**src/rtl/gpio_in_filter.sv**
```systemverilog
// Per-pin glitch filter with a shared programmable length, sticky edge
// flags and a registered change pulse. All outputs come straight from flops.
module gpio_in_filter #(
  parameter int unsigned IOWidth   = 36,
  parameter int unsigned FiltWidth = 8
) (
  input  logic                 clk,
  input  logic                 reset,
  input  logic [IOWidth-1:0]   read_data,
  input  logic [FiltWidth-1:0] filt_len,
  input  logic [IOWidth-1:0]   filt_en,
  input  logic [IOWidth-1:0]   clr_rise,
  input  logic [IOWidth-1:0]   clr_fall,
  output logic [IOWidth-1:0]   filt_data,
  output logic [IOWidth-1:0]   rise_sticky,
  output logic [IOWidth-1:0]   fall_sticky,
  output logic [IOWidth-1:0]   change_pulse
);

  logic [FiltWidth-1:0] cnt_q [IOWidth];
  logic [FiltWidth-1:0] cnt_d [IOWidth];
  logic [IOWidth-1:0]   filt_q, filt_d;
  logic [IOWidth-1:0]   rise_q, rise_d;
  logic [IOWidth-1:0]   fall_q, fall_d;
  logic [IOWidth-1:0]   upd_q,  upd_d;
  logic [IOWidth-1:0]   chg_q;

  always_comb begin
    filt_d = filt_q;
    for (int unsigned i = 0; i < IOWidth; i++) begin
      cnt_d[i] = '0;
      if (!filt_en[i]) begin
        filt_d[i] = read_data[i];
      end else if (read_data[i] != filt_q[i]) begin
        // >= lets a lowered filt_len take effect on a count already past it
        if (cnt_q[i] >= filt_len) begin
          filt_d[i] = read_data[i];
        end else begin
          cnt_d[i] = cnt_q[i] + 1'b1;
        end
      end
    end
  end

  always_comb begin
    upd_d  = filt_d ^ filt_q;
    rise_d = (rise_q & ~clr_rise) | (upd_d & filt_d);
    fall_d = (fall_q & ~clr_fall) | (upd_d & ~filt_d);
  end

  // change_pulse trails the update edge by one cycle via upd_q
  always_ff @(posedge clk) begin
    if (reset) begin
      for (int unsigned i = 0; i < IOWidth; i++) begin
        cnt_q[i] <= '0;
      end
      filt_q <= '0;
      rise_q <= '0;
      fall_q <= '0;
      upd_q  <= '0;
      chg_q  <= '0;
    end else begin
      for (int unsigned i = 0; i < IOWidth; i++) begin
        cnt_q[i] <= cnt_d[i];
      end
      filt_q <= filt_d;
      rise_q <= rise_d;
      fall_q <= fall_d;
      upd_q  <= upd_d;
      chg_q  <= upd_q;
    end
  end

  assign filt_data    = filt_q;
  assign rise_sticky  = rise_q;
  assign fall_sticky  = fall_q;
  assign change_pulse = chg_q;

endmodule

```
**config.mk**
```make
export PLATFORM = sky130hd
export DESIGN_NAME = gpio_in_filter
export DESIGN_NICKNAME = d
export VERILOG_FILES = /design/src/rtl/gpio_in_filter.sv
export SDC_FILE = /design/constraint.sdc
export NUM_CORES = 1
export LEC_CHECK = 0
export ABC_AREA = 1
export ABC_CLOCK_PERIOD_IN_PS = 3600
export CAP_MARGIN = 20
export CORE_UTILIZATION = 55
export CTS_CLUSTER_SIZE = 40
export DETAILED_ROUTE_END_ITERATION = 12
export PLACE_DENSITY = 0.79
export SLEW_MARGIN = 20
export SYNTH_ARGS = -nofsm -noshare
export SYNTH_HDL_FRONTEND = slang
export SYNTH_SLANG_ARGS = --single-unit
```
**constraint.sdc**
```tcl
create_clock -name clk -period 3.6 [get_ports clk]
set_clock_uncertainty 0.05 [all_clocks]
set_input_delay 0.72 -clock clk [delete_from_list [all_inputs] [get_ports clk]]
set_output_delay 0.72 -clock clk [all_outputs]
set_load 0.01 [all_outputs]
```
==> run summary <==
outcome = complete, no violations
Via density = 4.904
core area = 0.04558 sq mm
clk root buf = clkbuf_16
cell row count = 78
area of the die = 0.04735 sq mm
Max rail drop VDD = 0.3894 mV
final setup vio count = 0
Final min period = 2.644 ns
Syn Area/Cell = 8.199 sq um
Routed wire per std cell = 12.87 microns
largest net degree at the start of global routing = 78
Vias = 20171
net load switching power = 2.977 mW
I/O pins = 298
Int Pwr = 9.240 mW
CP Launch Type = input pin
final wirelength = 52.93 mm
TritonCTS clock tree = done
Logic pwr share = 12.2%
synthesized area = 0.02557 sq mm
layout cells sized above 1 = 7.316%
critical path data required time = 4.00 ns
first-pass GRT wire length = 89.40 mm
initial antenna violation count = 0
hold_buf cts = 0
RSZ-0062 raised after global routing = no
Crit. End Element = register
First DRT Iteration DRCs = 742
initial cell density of the core = 56.09%
sw frac = 24.37%
remaining antenna violation count = 0
Crit Path Class = in2reg
sequential area share after synthesis = 36.65%
Antenna diodes = 0
routability cong. = 0.7839
period utilization = 73.44%
HP Start = upd_q[7]$_SDFF_PP0_
HP Class = reg2reg
residual DRC count = 0
fin util = 68.44%
Die X = 217.6 microns
Die H = 217.6 microns
Post-DP HPWL = 38.25 mm
Pleak = 13.74 nW
post-placement cell count = 4021
area grow syn2layout = 22.00%
Worst-Margin Slew = 0.7304 ns
Setup Buffers After CTS = 0
CTS clk-pin slew, worst paths = 0.06 ns
vias in the first global route = 19633
Clock power frac = 43.0%
aggregate global routing overflow = 0
clock buffer depth = 3
total global-route track usage = 22.75%
syn_nets = 3632
PostCTS Resize Cnt = 0
setup TNS = 0 ns
slew margin rel. = 51.31%
Yosys cell types = 31
Fill cells = 3666
#FFs+latches synth = 468
crit path launch = filt_len[3]
NumNets Final = 3988
max cap viols = 0
Clock Latency Late Sink = 0.59 ns
non-filler instance count after layout = 4113
Synth Warn # = 0
total CTS buffers = 51
endpoints failing hold = 0
max-slew violations = 0
# clock sinks = 468
Synth Instances = 3118
Worst Path Max Fanout = 15
H-tree Lvls = 2
port buffer count = 297
Max Fclk = 0.3782 GHz
sequential power share = 44.7%
DR pass1 iterations = 5
RR Startpoint = cnt_q[5][24]$_SDFF_PP0_
Pwr Density = 391.7 mW/mm^2
Worst Path Arrival = 3.04 ns
[cells by family (layout without fill, tap and decap cells)]
family                   Yosys count  in the layout  share of synthesized area (%)
XOR/XNOR                         177            177                          6.064
AND/OR/NAND/NOR                 1418           1418                          25.50
buffers and inverters            452            847                          6.984
AO/OA/AOI/OAI                    243            243                          7.184
flip-flops                       468            468                          36.65
adder cells (fa/ha/maj)          360            360                          17.62
[worst paths after layout]
| kind | end | slack [ns] | cells past startpoint |
|---|---|---|---|
| max | rise_sticky[9]$_SDFF_PP0_ | 0.96 | 13 |
| min | change_pulse[7]$_SDFF_PP0_ | 0.34 | 2 |
| max reg2reg | rise_sticky[23]$_SDFF_PP0_ | 1.53 | 13 |
| min reg2reg | change_pulse[7]$_SDFF_PP0_ | 0.34 | 2 |
[layout by cell type (no fill, tap or decap), drive strengths merged, types with 78 or more instances in the layout]
cell type,netlist,routed
nand2,576,576
nor2,559,559
dfxtp,468,468
inv,428,428
ha,360,360
clkdlybuf4s50,0,295
a21oi,196,196
nand3,121,121
xor2,111,111
clkbuf,1,78
[worst max-delay path, stage by stage]
cell             delay [ns]
clkdlybuf4s50_1        0.41
inv_2                  0.16
buf_4                  0.32
ha_1                   0.30
a21oi_1                0.17
nand2_1                0.09
nand2_1                0.12
nand2_1                0.10
o21ai_1                0.18
inv_1                  0.06
ha_1                   0.19
a21oi_1                0.14
nor2_1                 0.05
[registers in the layout, summed over array words and instances, names as in the netlist]
name	flops
change_pulse	36
cnt_q	288
fall_sticky	36
filt_data	36
rise_sticky	36
upd_q	36
[power by group through the flow]
stage / Clock, mW / Sequential, mW / Combinational (mW)
6_report: 5.26 / 5.47 / 1.49
3_3_place_gp: 0 / 5.57 / 1.47
3_5_place_dp: 0 / 5.58 / 1.50
5_1_grt: 5.61 / 5.48 / 1.69
4_1_cts: 5.40 / 5.47 / 1.52
2_1_floorplan: 0 / 5.61 / 0.811
[per-stage QoR]
step	hold slack (ns)	setup slack [ns]	instance area (sq um)	power (mW)
CTS	0.3328	0.9723	31190	12.38
floorplan	0.3383	0.6700	25570	6.418
finish	0.3434	0.9561	31190	12.22
detailed placement	0.3433	0.3562	29490	7.079
global placement	0.3398	0.4104	29490	7.041
global route	0.3474	0.7268	31190	12.78
[layout make-up]
type	instances	area, sq um	area share, %
repair buffers	327	3348	10.73
inverters	428	1607	5.151
flip-flops and latches	468	9369	30.04
well taps	600	750.7	2.407
clock buffers	78	1560	5.002
multi-input cells	2198	14410	46.20
clock inverters	14	145.1	0.4653
[metal layers]
layer | GRT usage (%) | up-vias | wire, microns
met1 | 27.33 | 9158 | 24050
met5 | 0 | - | 0
met4 | 7.488 | 0 | 1348
li1 | - | 10687 | -
met3 | 3.821 | 87 | 1982
met2 | 40.83 | 239 | 25550
[Yosys cell counts (all sizes together)]
master	n	area [sq um]
xor2	111	972.2
or2	11	68.82
ha	360	4504
clkbuf	1	3.750
nor2	559	2168
xnor2	66	578.1
o2111ai	11	289.0
inv	428	1607
nand3b	62	465.5
nor3b	1	7.510
dfxtp	468	9369
nand2	576	2162
nand3	121	605.6
buf	23	175.2
nand4	45	613.1
a21oi	196	1368
o21ai	36	180.2
nor3	43	429.2
Power figures use the tool's default switching activity.
